[src/rtl/resp_serializer.sv]
// -----------------------------------------------------------------------------
// resp_serializer
//
// Purpose:
//   This block sits directly after the command dispatcher. Each response packet
//   arrives as a single-cycle strobe and is captured into a small circular
//   queue. The packet is then sent to the UART transmitter as a fixed byte
//   frame over a valid/ready byte handshake:
//     SYNC_BYTE, {6'b0, cmd_type}, addr, data [, checksum]
//   The dispatcher cannot be back-pressured. A packet that arrives while the
//   queue is full is dropped, and the drop is reported.
//
// Optional feature macro: RESP_CHECKSUM_EN
//   defined   : 5-byte frame. The last byte is the XOR of the four bytes
//               before it.
//   undefined : 4-byte frame. The checksum state is not built.
//
// Ports:
//   clk         in   system clock
//   rst         in   synchronous active-high reset
//   pkt_in      in   response packet (cmd_type[1:0], addr[7:0], data[7:0])
//   pkt_valid   in   single-cycle capture strobe for pkt_in
//   tx_byte     out  byte to the UART transmitter
//   tx_valid    out  tx_byte is valid
//   tx_ready    in   transmitter accepts the byte (transfer = valid && ready)
//   busy        out  queue non-empty or a frame in progress
//   q_level     out  current queue occupancy, 0..DEPTH
//   overflow    out  one-cycle pulse after a packet was dropped
//   drop_count  out  saturating count of dropped packets
// -----------------------------------------------------------------------------

package resp_pkg;
    typedef struct packed {
        logic [1:0] cmd_type;
        logic [7:0] addr;
        logic [7:0] data;
    } cmd_packet_t;
endpackage

module resp_serializer
    import resp_pkg::*;
#(
    parameter int         DEPTH     = 4,
    parameter logic [7:0] SYNC_BYTE = 8'hA5
) (
    input  logic                     clk,
    input  logic                     rst,
    input  cmd_packet_t              pkt_in,
    input  logic                     pkt_valid,
    output logic [7:0]               tx_byte,
    output logic                     tx_valid,
    input  logic                     tx_ready,
    output logic                     busy,
    output logic [$clog2(DEPTH):0]   q_level,
    output logic                     overflow,
    output logic [7:0]               drop_count
);

    localparam int            AW       = $clog2(DEPTH);
    localparam int            LW       = AW + 1;
    localparam logic [LW-1:0] FULL_LVL = LW'(DEPTH);

`ifdef RESP_CHECKSUM_EN
    typedef enum logic [2:0] {
        S_IDLE, S_LOAD, S_SYNC, S_TYPE, S_ADDR, S_DATA, S_CSUM
    } state_t;
`else
    typedef enum logic [2:0] {
        S_IDLE, S_LOAD, S_SYNC, S_TYPE, S_ADDR, S_DATA
    } state_t;
`endif

    // Queue storage and bookkeeping
    cmd_packet_t    mem_q [DEPTH];
    logic [AW-1:0]  wr_ptr_q, wr_ptr_d;
    logic [AW-1:0]  rd_ptr_q, rd_ptr_d;
    logic [LW-1:0]  level_q,  level_d;
    logic           overflow_q, overflow_d;
    logic [7:0]     drop_q,   drop_d;

    // Frame FSM, its registered outputs, and the frame register
    state_t         state_q;
    logic [7:0]     tx_byte_q;
    logic           tx_valid_q;
    logic [1:0]     frm_type_q;
    logic [7:0]     frm_addr_q;
    logic [7:0]     frm_data_q;

    logic           q_full;
    logic           push;
    logic           drop;
    logic           pop;
    cmd_packet_t    head;

    // -------------------------------------------------------------------------
    // Queue next-state logic
    // -------------------------------------------------------------------------
    always_comb begin
        // Fullness comes from the registered level. A pop in the same cycle
        // does not make room for the incoming packet, so that packet is
        // dropped.
        q_full = (level_q == FULL_LVL);
        push   = pkt_valid && !q_full;
        drop   = pkt_valid && q_full;
        // Only IDLE pops, and IDLE always pops when anything is queued.
        pop    = (state_q == S_IDLE) && (level_q != '0);
        head   = mem_q[rd_ptr_q];

        // DEPTH is a power of two, so the pointers wrap without extra logic.
        wr_ptr_d = push ? wr_ptr_q + 1'b1 : wr_ptr_q;
        rd_ptr_d = pop  ? rd_ptr_q + 1'b1 : rd_ptr_q;

        case ({push, pop})
            2'b10:   level_d = level_q + 1'b1;
            2'b01:   level_d = level_q - 1'b1;
            default: level_d = level_q;
        endcase

        overflow_d = drop;
        drop_d     = (drop && (drop_q != 8'hFF)) ? drop_q + 8'd1 : drop_q;
    end

    always_ff @(posedge clk) begin
        if (rst) begin
            wr_ptr_q   <= '0;
            rd_ptr_q   <= '0;
            level_q    <= '0;
            overflow_q <= 1'b0;
            drop_q     <= 8'd0;
        end else begin
            wr_ptr_q   <= wr_ptr_d;
            rd_ptr_q   <= rd_ptr_d;
            level_q    <= level_d;
            overflow_q <= overflow_d;
            drop_q     <= drop_d;
        end
    end

    // Packet storage is not reset. Entries are only read after a push has
    // written them.
    always_ff @(posedge clk) begin
        if (push) begin
            mem_q[wr_ptr_q] <= pkt_in;
        end
    end

    // -------------------------------------------------------------------------
    // Frame FSM with registered tx_byte / tx_valid
    // -------------------------------------------------------------------------
    // The SYNC byte is presented in the same edge that pops the head entry.
    // This means LOAD is already the first cycle in which SYNC is offered. If
    // tx_ready is high in LOAD, the SYNC byte is accepted right away and the
    // FSM goes straight to TYPE. Otherwise it waits in SYNC with the byte
    // held. Every later state holds its byte until a transfer.
    always_ff @(posedge clk) begin
        if (rst) begin
            state_q    <= S_IDLE;
            tx_byte_q  <= 8'd0;
            tx_valid_q <= 1'b0;
        end else begin
            case (state_q)
                S_IDLE: begin
                    if (pop) begin
                        frm_type_q <= head.cmd_type;
                        frm_addr_q <= head.addr;
                        frm_data_q <= head.data;
                        tx_byte_q  <= SYNC_BYTE;
                        tx_valid_q <= 1'b1;
                        state_q    <= S_LOAD;
                    end
                end
                S_LOAD, S_SYNC: begin
                    if (tx_ready) begin
                        tx_byte_q <= {6'b0, frm_type_q};
                        state_q   <= S_TYPE;
                    end else begin
                        state_q   <= S_SYNC;
                    end
                end
                S_TYPE: begin
                    if (tx_ready) begin
                        tx_byte_q <= frm_addr_q;
                        state_q   <= S_ADDR;
                    end
                end
                S_ADDR: begin
                    if (tx_ready) begin
                        tx_byte_q <= frm_data_q;
                        state_q   <= S_DATA;
                    end
                end
                S_DATA: begin
                    if (tx_ready) begin
`ifdef RESP_CHECKSUM_EN
                        tx_byte_q <= SYNC_BYTE ^ {6'b0, frm_type_q}
                                     ^ frm_addr_q ^ frm_data_q;
                        state_q   <= S_CSUM;
`else
                        tx_valid_q <= 1'b0;
                        state_q    <= S_IDLE;
`endif
                    end
                end
`ifdef RESP_CHECKSUM_EN
                S_CSUM: begin
                    if (tx_ready) begin
                        tx_valid_q <= 1'b0;
                        state_q    <= S_IDLE;
                    end
                end
`endif
                default: begin
                    tx_valid_q <= 1'b0;
                    state_q    <= S_IDLE;
                end
            endcase
        end
    end

    assign tx_byte    = tx_byte_q;
    assign tx_valid   = tx_valid_q;
    assign busy       = (level_q != '0) || (state_q != S_IDLE);
    assign q_level    = level_q;
    assign overflow   = overflow_q;
    assign drop_count = drop_q;

endmodule

[config.mk]
export PLATFORM = sky130hd
export DESIGN_NAME = resp_serializer
export DESIGN_NICKNAME = d
export VERILOG_FILES = /design/src/rtl/resp_serializer.sv
export SDC_FILE = /design/constraint.sdc
export NUM_CORES = 1
export LEC_CHECK = 0
export BUFFER_PORTS_ARGS = -buffer_cell sky130_fd_sc_hd__buf_2
export CORE_ASPECT_RATIO = 1.25
export CORE_UTILIZATION = 60
export CTS_BUF_LIST = sky130_fd_sc_hd__clkbuf_4 sky130_fd_sc_hd__clkbuf_8
export DETAILED_ROUTE_END_ITERATION = 10
export PLACE_DENSITY_LB_ADDON = 0.05
export SLEW_MARGIN = 30
export SYNTH_ARGS = -nofsm -noshare
export SYNTH_HDL_FRONTEND = slang
export SYNTH_SLANG_ARGS = --single-unit
[constraint.sdc]
create_clock -name clk -period 2.4 [get_ports clk]
set_clock_uncertainty 0.1 [all_clocks]
set_input_delay 0.24 -clock clk [delete_from_list [all_inputs] [get_ports clk]]
set_output_delay 0.24 -clock clk [all_outputs]
set_load 0.005 [all_outputs]
# == Word level (Yosys, flattened, before mapping) ==
# Memory sizes are Yosys's and may differ from the RTL's. A register that Yosys moved wholly into a read port is not among the register bits.
# Cells that the tools add are included.
# op_classes
n_addsub,5
n_eq_ne,14
n_mux,17
n_bitwise,2
n_reduce_logical,17
# op_table
cell,count
$mux W8,4
$pmux W8 S4,1
$pmux W3 S5,1
$mux W3,4
$ne A2 B2 Y1 const B,5
$eq A3 B3 Y1 const B,3
$add A8 B1 Y8 const B,1
$ne A8 B8 Y1 const B,1
$eq A3 B2 Y1 const B,2
$pmux W3 S2,1
$reduce_and A3 Y1,2
$reduce_bool A3 Y1,2
$mux W1,5
$reduce_and A5 Y1,1
$add A2 B1 Y2 const B,2
$logic_and A1 B1 Y1,4
$reduce_and A4 Y1,1
$reduce_bool A4 Y1,1
$reduce_or A4 Y1,1
$add A3 B1 Y3 const B,1
$eq A3 B1 Y1 const B,1
$logic_not A3 Y1,1
$pmux W1 S3,1
$sub A3 B1 Y3 const B,1
other kinds (7),8
# word_totals
ff_bits,28
ramBits,72
in_bits,22
output_inout_bits,22
mem_count,1
# mem_list
name,words,word_bits,read_ports,rd_clocked_by_memory_dff,wr,line,text
mem_q,4,18,1,1,1,74,cmd_packet_t mem_q [DEPTH];

# == Logic depth before layout (Yosys ltp) ==
# Gate-level depths: netlist of the first run.
# depth
ltp_word,5
mapped_depth,9

# == Least setup slack after synthesis of the first run ==
# Ideal clock, no wire load.
# synth_timing
path_kind,register -> register
start,register state_q[1]
end,"register frm_addr_q[0], enable pin"
t_arrival_ps,1685
required_time_ps,1905
slack_ps,220
path_stages_with_launch,4
path_buffers,1
path_cell_list,dfxtp_1 buf_6 nor4_4 nor2b_1
# synth_between
elab_chain_cells,3
# synth_rtl
item,line,text
start: declaration,82,state_t state_q;
start signal: assignment,157,state_q <= S_IDLE;
start signal: assignment,169,state_q <= S_LOAD;
start signal: assignment,175,state_q <= S_TYPE;
$logic_not A3 Y1 *,"106, 161",
$logic_and A1 B1 Y1,106,pop = (state_q == S_IDLE) && (level_q != '0);
$reduce_and A3 Y1 (no line) *,--,
end signal: assignment,165,frm_addr_q <= head.addr;
end: declaration,86,logic [7:0] frm_addr_q;
# Mark *: on every way between the ends. The rest lies on a longest branch, timed or not.
# A chain may end at the register's enable or synchronous reset.

# == Final worst setup path of the first run ==
# layout_timing
start,register level_q[0] (netlist: q_level[0])
end,register level_q[2] (netlist: q_level[2])
# layout_between
elab_chain_cells,5
# layout_rtl
item,line,text
start: declaration,77,"logic [LW-1:0] level_q, level_d;"
start signal: assignment,133,level_q <= level_d;
$eq A3 B3 Y1,102,q_full = (level_q == FULL_LVL);
$logic_not A1 Y1,103,push = pkt_valid && !q_full;
$logic_and A1 B1 Y1,103,
$eq A2 B1 Y1 or $eq A2 B2 Y1 (tied branches),113,"case ({push, pop})"
$pmux W3 S2 or $reduce_bool A2 Y1 (tied branches),--,
# Parallel ways exist; a longest one is shown, timed or not.

==> metrics, run 1 <==
async set-reset flop share out of synthesis=0%; Yosys reg bits=118; shortest clock period the worst path allows after layout=2.19 ns; main flop type after synthesis=edfxtp_1; Synth Area in Adders=2.06%; final-stage net count=between 300 and 400; number of antenna cells inserted=0; Routed WL=8150 um; worst hold path cell count=3; Warnings, synthesis=0; Post-synth EDFFs=90; detailed placer's ending HPWL=between 5000 and 6000 um; fraction of layout cells with a size suffix above 1=around 30%; quantity of hold-fixing buffers added after cts=19; syn avg cell area=~16 um^2; Startpoint Class=register; full die area=roughly 8100 um^2; r2r setup slk=between 0.2 and 0.25 ns; xor-xnor portion of the synthesized cell area=approximately 1.9%; Util after Layout=~75%; power per cell area=about 1100 nW/um^2; clock net sink count=roughly 120; classification of the worst setup path=register to register; run status=finished, final reports clean; cell row count=35; largest cells by area after synthesis=edfxtp_1 (58%), dfxtp_1 (12%), mux4_2 (8.8%); achievable frequency=0.457 GHz; area fraction of the dominant cell type after synthesis=just under 60%; sequential standard cell area=between 3000 and 4000 um^2; Post-CTS Resized=0; TNS Setup=0 ns; number of global-route vias before repair=between 2000 and 3000; final non-filler cell area=between 5000 and 6000 um^2; Setup WS post-layout=around 0.21 ns; arrival time at the worst endpoint=between 2 and 2.5 ns; DR vias=2662; x dimension of the die=80.5 um; unrepaired setup endpoints after global routing=no; placement-stage worst setup slack=0.240 ns; number of buffer cells added on primary ports=43; y dimension of the die=100 um; area of the mapped netlist=between 4000 and 5000 um^2; maximum number of buffers from clock root to sink=2; Critical R2R Launch=q_level[0]$_SDFFE_PP0P_; antenna violations before repair=0; worst endpoint required time=between 2 and 3 ns; number of cells traversed by the worst register-to-register path=8; ordered cell list for the critical path=nor3_4 > nor4_4 > ha_1 > inv_1 > fa_1 > xor2_1 > or3_1 > a21oi_1; ANT nets after route=0; Residual DRC=0; CTS tree=yes; Area Overhead vs Synth=20.4%; Max rail drop VDD=0.726 mV; category of cells accounting for the largest share of critical-path delay=adder cells; Net Count, Synth=roughly 320; first-iteration detailed-routing DRC count=82; slowest CP cell=dfxtp_1; CTS clock-pin slew for the worst setup and hold paths=roughly 0.070 ns; TritonCTS Buffers=17; effective utilization at floorplan=a little over three fifths; most area-hungry cell type in the Yosys netlist=edfxtp_1; Final Hold Vio Count=0; max-slew headroom at the worst pin=approximately 62%; total routing usage reported by global routing=a little under a quarter; Skew-Pair Late Insertion Delay=0.41 ns; last weighted congestion value of the routability-driven placer=0.735; critical path fanouts, max=5; Critical path buffers and inverters=1; type of element capturing the critical path=register; cell with the most instances after synthesis=edfxtp_1; Seq/Total Area, Yosys=between 70 and 80%; area share of and/or/nand/nor cells after synthesis=between 8 and 9%; vias per std cell=around 5.6; Cell variety after synth=43; first-pass GRT wire length=around 13000 um; period utilization=about nine tenths; Top-Level Pins=44; slew at the pin closest to its max-slew limit=between 0.5 and 0.6 ns; MaxCap Viol Count=0; placed inst area=about 5000 um^2; largest net degree at the start of global routing=30; hold-critical path endpoint=overflow$_SDFF_PP0_; # Post-CTS Setup Buffers=0; final-report max-slew violation count=0; total of endpoints with negative setup slack in the final report=0; Worst path max stage delay=between 0.4 and 0.5 ns; placeable core region=~7400 um^2; combinational family with the most area after synthesis=multiplexers; filler cell count=459; root cell of the clock tree=clkbuf_8; Hold Crit Start=pkt_valid; portion of netlist area occupied by mux cells=9.45%; Avg WL per Cell=~17 um; GRT Residual Overflow=0; Post-synth top cells=edfxtp_1 (90), nor2_1 (31), dfxtp_1 (28); H-tree level count=4; Gate Count Post-Synth=approximately 290; Leak Pwr=between 1.5 and 2 nW; area fraction in compound gates after synthesis=between 5 and 6%; multi-input gate area in the final layout=1260 um^2; worst hold path type=primary input to register; First-pass DRT Iterations=5; worst reg2reg endpoint=q_level[2]$_SDFFE_PP0P_
[cells in the final DEF (no fill, tap or decap), types with 2 or more instances in the layout]
master	n
buf_2	43
buf_4	12
edfxtp_1	90
nand4_1	2
nor2b_1	2
inv_6	5
a211oi_2	4
inv_1	7
xor2_1	5
nor2_1	31
or3_1	2
nor3b_1	2
clkinv_4	3
nand2_1	16
bufinv_16	2
dlygate4sd3_1	19
and2_1	6
a211oi_1	4
mux4_2	18
nand3_1	3
ha_1	6
nor3_1	4
o21ai_0	3
clkbuf_8	17
a22oi_1	4
mux2i_1	2
o22ai_1	3
clkinvlp_4	3
xnor2_1	5
a21oi_1	12
dfxtp_1	28
[cell type report]
class | instances | share of cell area, %
clock inverters | 15 | 3.04
repair buffers | 74 | 8.90
inverters | 7 | 0.472
multi-input cells | 150 | 22.7
well taps | 92 | 2.07
clock buffers | 17 | 4.20
flip-flops and latches | 118 | 58.6
[kinds of logic after synthesis]
group,count (synthesis)
buf+inv,20
fa+ha+maj,7
compound gates,36
mux,21
xor+xnor,10
flops,118
simple gates,76
[power by group]
part | switching (W) | internal (W) | leakage [nW]
Sequential | 0.000140 | 0.00258 | 1.06
Combinational | 0.000813 | 0.000718 | 0.716
Clock | 0.000848 | 0.000947 | 0.196
Total | 0.00180 | 0.00425 | 1.97
[flip-flops by register name, summed over array words and instances, names as in the netlist]
signal / flops
tx_byte: 8
state_q: 3
frm_data_q: 8
drop_count: 8
frm_addr_q: 8
overflow: 1
rd_ptr_q: 2
mem_q: 72
wr_ptr_q: 2
tx_valid: 1
q_level: 3
frm_type_q: 2
[metal layers]
layer | share of wire [%] | routed length (um) | track usage [%]
met1 | 40 | 3290 | 27.0
met2 | 54 | 4370 | 39.8
met3 | 4.3 | 350 | 5.73
met4 | 1.7 | 138 | 10.7
met5 | 0 | 0 | 0
[through the flow]
step	total power, W	cells	hold slack (ns)
global route	0.00638	473	0.143
detailed placement	0.00429	422	0.357
CTS	0.00612	473	0.0856
floorplan	0.00385	288	0.236
global placement	0.00424	422	0.350
finish	0.00605	473	0.110
[how the worst max path moves through the flow]
stage	cells after the start	to	start
3_5_place_dp	8	q_level[2]$_SDFFE_PP0P_	q_level[0]$_SDFFE_PP0P_
2_1_floorplan	3	frm_addr_q[0]$_DFFE_PP_	state_q[1]$_SDFFE_PP0P_
6_report	8	q_level[2]$_SDFFE_PP0P_	q_level[0]$_SDFFE_PP0P_
4_1_cts	8	q_level[2]$_SDFFE_PP0P_	q_level[0]$_SDFFE_PP0P_
3_3_place_gp	8	q_level[2]$_SDFFE_PP0P_	q_level[0]$_SDFFE_PP0P_
5_1_grt	8	q_level[2]$_SDFFE_PP0P_	q_level[0]$_SDFFE_PP0P_
[tightest hold or removal path: cells and delay by family]
kind                   cells  cell delay, ns
buffers and inverters      1            0.10
and+or+nand+nor            2            0.22
No activity file was read; power rests on OpenSTA's default activity.
==> run 2, diff against run 1 <==
- ABC_AREA: unset -> 1
- SLEW_MARGIN: 30 -> 20
==> run 2 against run 1 <==
  * Clock-buffer cell count grew 2
  * Combinational power grew 20%
  * Core utilization shrank 1.8 points
  * Global-route usage grew 0.35 points
  * Area after synthesis grew 3.4%
  * Sequential power grew 2%
  * Fmax grew 2.3%
  * First-iteration DRC count grew 54%
  * Via count grew 20%
  * Total power grew 5.1%
  * Register-to-register slack gained 0.05 ns
  * Final cell count grew 29%
==> metrics, run 2 <==
run status=finished, final reports clean (unchanged); Yosys reg bits=118 (unchanged); CTS tree=yes (unchanged); First-pass DRT Iterations=6 (was 5); cell with the most instances after synthesis=edfxtp_1 (unchanged); shortest clock period the worst path allows after layout=2.14 ns (was 2.19 ns); H-tree level count=4 (unchanged); root cell of the clock tree=clkbuf_8 (unchanged); critical path fanouts, max=4 (was 5); Startpoint Class=register (unchanged); Leak Pwr=2.22 nW (was 1.97 nW); final-stage net count=529 (was 397); number of antenna cells inserted=0 (unchanged); commonest cells after routing, fill and taps aside=edfxtp_1 (90), nor2_1 (75), o21ai_0 (50) (was edfxtp_1 (90), buf_2 (43), nor2_1 (31)); Residual DRC=0 (unchanged); DR vias=3198 (was 2662); total routing usage reported by global routing=23.5% (was 23.1%); type of element capturing the critical path=register (unchanged); slowest CP cell=dfxtp_1 (unchanged); arrival time at the worst endpoint=2.35 ns (was 2.43 ns); TNS Setup=0 ns (unchanged); number of global-route vias before repair=3023 (was 2656); Final Hold Vio Count=0 (unchanged); largest net degree at the start of global routing=38 (was 30); classification of the worst setup path=register to register (unchanged); last weighted congestion value of the routability-driven placer=0.753 (was 0.735); Post-Route Hold Slack=0.0587 ns (was 0.110 ns); power per cell area=1120 nW/um^2 (was 1090 nW/um^2); Cell variety after synth=33 (was 43); TritonCTS Buffers=17 (unchanged); most common cell after layout, fill and taps aside=edfxtp_1 (unchanged); ANT nets after route=0 (unchanged); Area Overhead vs Synth=19.0% (was 20.4%); clock net sink count=118 (unchanged); number of buffer cells added on primary ports=43 (unchanged); effective utilization at floorplan=61.6% (was 62.4%); number of flip-flops under the largest register name=72 (unchanged); worst hold path type=primary input to register (unchanged); detailed placer's ending HPWL=5460 um (was 5070 um); Top-Level Pins=44 (unchanged); Warnings, synthesis=0 (unchanged); Avg WL per Cell=14.7 um (was 17.2 um); MaxCap Viol Count=0 (unchanged); worst endpoint required time=2.61 ns (was 2.64 ns); Routed WL=8940 um (was 8150 um); Gate Count Post-Synth=424 (was 288); total of endpoints with negative setup slack in the final report=0 (unchanged); Skew-Pair Late Insertion Delay=0.43 ns (was 0.41 ns); ordered cell list for the critical path=inv_1 > nand3_2 > inv_1 > nor2_1 > ha_1 > inv_1 > fa_1 > a21oi_1 > o21ai_0 > o21ai_0 > a21oi_1 (was nor3_4 > nor4_4 > ha_1 > inv_1 > fa_1 > xor2_1 > or3_1 > a21oi_1); period utilization=89.1% (was 91.2%); largest cells by area after synthesis=edfxtp_1 (57%), dfxtp_1 (12%), nor2_1 (5.9%) (was edfxtp_1 (58%), dfxtp_1 (12%), mux4_2 (8.8%)); async set-reset flop share out of synthesis=0% (unchanged); x dimension of the die=81.8 um (was 80.5 um); slew at the pin closest to its max-slew limit=0.666 ns (was 0.569 ns); Seq/Total Area, Yosys=68.3% (was 70.6%); syn avg cell area=11.3 um^2 (was 16.0 um^2); GRT Residual Overflow=0 (unchanged); Worst path max stage delay=0.39 ns (was 0.45 ns); Post-synth top cells=edfxtp_1 (90), nor2_1 (75), o21ai_0 (50) (was edfxtp_1 (90), nor2_1 (31), dfxtp_1 (28)); maximum number of buffers from clock root to sink=2 (unchanged); Post-synth EDFFs=90 (unchanged); Max rail drop VDD=0.713 mV (was 0.726 mV); final-report max-slew violation count=0 (unchanged); y dimension of the die=102 um (was 100 um); placeable core region=7750 um^2 (was 7400 um^2); top register by number of flip-flops=mem_q (unchanged); main flop type after synthesis=edfxtp_1 (unchanged); full die area=8320 um^2 (was 8060 um^2); total power after layout=0.00636 W (was 0.00605 W); antenna violations before repair=0 (unchanged); area fraction of the dominant cell type after synthesis=56.6% (was 58.5%); Net Count, Synth=453 (was 317); first-pass GRT wire length=13700 um (was 13100 um); CTS clock-pin slew for the worst setup and hold paths=0.07 ns (about the same); vias per std cell=5.26 (was 5.63); cell row count=36 (was 35); most area-hungry cell type in the Yosys netlist=edfxtp_1 (unchanged); max-slew headroom at the worst pin=55.5% (was 62.1%); area of the mapped netlist=4780 um^2 (was 4620 um^2); Post-CTS Resized=0 (unchanged); fraction of layout cells with a size suffix above 1=18.7% (was 29.9%); unrepaired setup endpoints after global routing=no (unchanged); first-iteration detailed-routing DRC count=126 (was 82); cell repeated most along the worst path=inv_1; achievable frequency=0.467 GHz (was 0.457 GHz)
==> run 2: cell type report <==
cell class,count,area (um^2)
well taps,95,119
fillers,553,2060
repair buffers,73,490
flip-flops and latches,118,3260
inverters,39,149
clock inverters,13,138
clock buffers,19,249
multi-input cells,251,1270
==> run 2: layer usage <==
layer | part of all wire, % | wire length (um) | GRT usage [%] | vias up
met4 | 2.7 | 244 | 14.3 | 0
li1 | - | - | - | 1615
met3 | 5.0 | 451 | 8.29 | 23
met5 | 0 | 0 | 0 | -
met2 | 50 | 4460 | 37.7 | 84
met1 | 42 | 3780 | 26.5 | 1476
==> run 2: worst paths after layout <==
path	from	to	slack (ns)	cells after the start
max	q_level[2]$_SDFFE_PP0P_	q_level[2]$_SDFFE_PP0P_	0.26	11
min	tx_ready	state_q[1]$_SDFFE_PP0P_	0.06	4
max reg2reg	q_level[2]$_SDFFE_PP0P_	q_level[2]$_SDFFE_PP0P_	0.26	11
min reg2reg	tx_valid$_SDFFE_PP0P_	tx_valid$_SDFFE_PP0P_	0.37	1
==> run 2: power breakdown <==
group	internal [W]	leakage, nW	switching [W]
clock network	0.00102	0.191	0.000731
logic	0.000621	0.969	0.00121
registers	0.00264	1.06	0.000145
==> run 2: logic make-up after synthesis <==
kind of cell             Yosys count  synth area share (%)
AND/OR/NAND/NOR                  157                  14.7
XOR/XNOR                           1                 0.183
buffers and inverters             55                  4.98
AO/OA/AOI/OAI                     86                  9.80
adder cells (fa/ha/maj)            7                  1.99
flip-flops                       118                  68.3
==> run 2: timing repair <==
item                      4_1_cts  5_1_grt
buffers inserted                0        0
hold buffers                   20        0
hold endpoints to repair       76        0
==> run 2: critical path, delay by kind of cell (launching register included) <==
family	cells	cell delay [ns]
adder cells (fa/ha/maj)	2	0.57
buffers and inverters	3	0.22
AND/OR/NAND/NOR	2	0.29
flip-flops	1	0.39
AO/OA/AOI/OAI	4	0.47
==> run 2: per-stage QoR <==
stage	instance area, um^2	utilization, %	instances	worst slack [ns]
final	5680	73.4	608	0.261
after global routing	5680	73.4	608	0.0829
after CTS	5680	73.4	608	0.279
after detailed placement	5100	65.8	556	0.291
after global placement	5100	65.8	556	0.343
after floorplan	4780	-	424	0.305
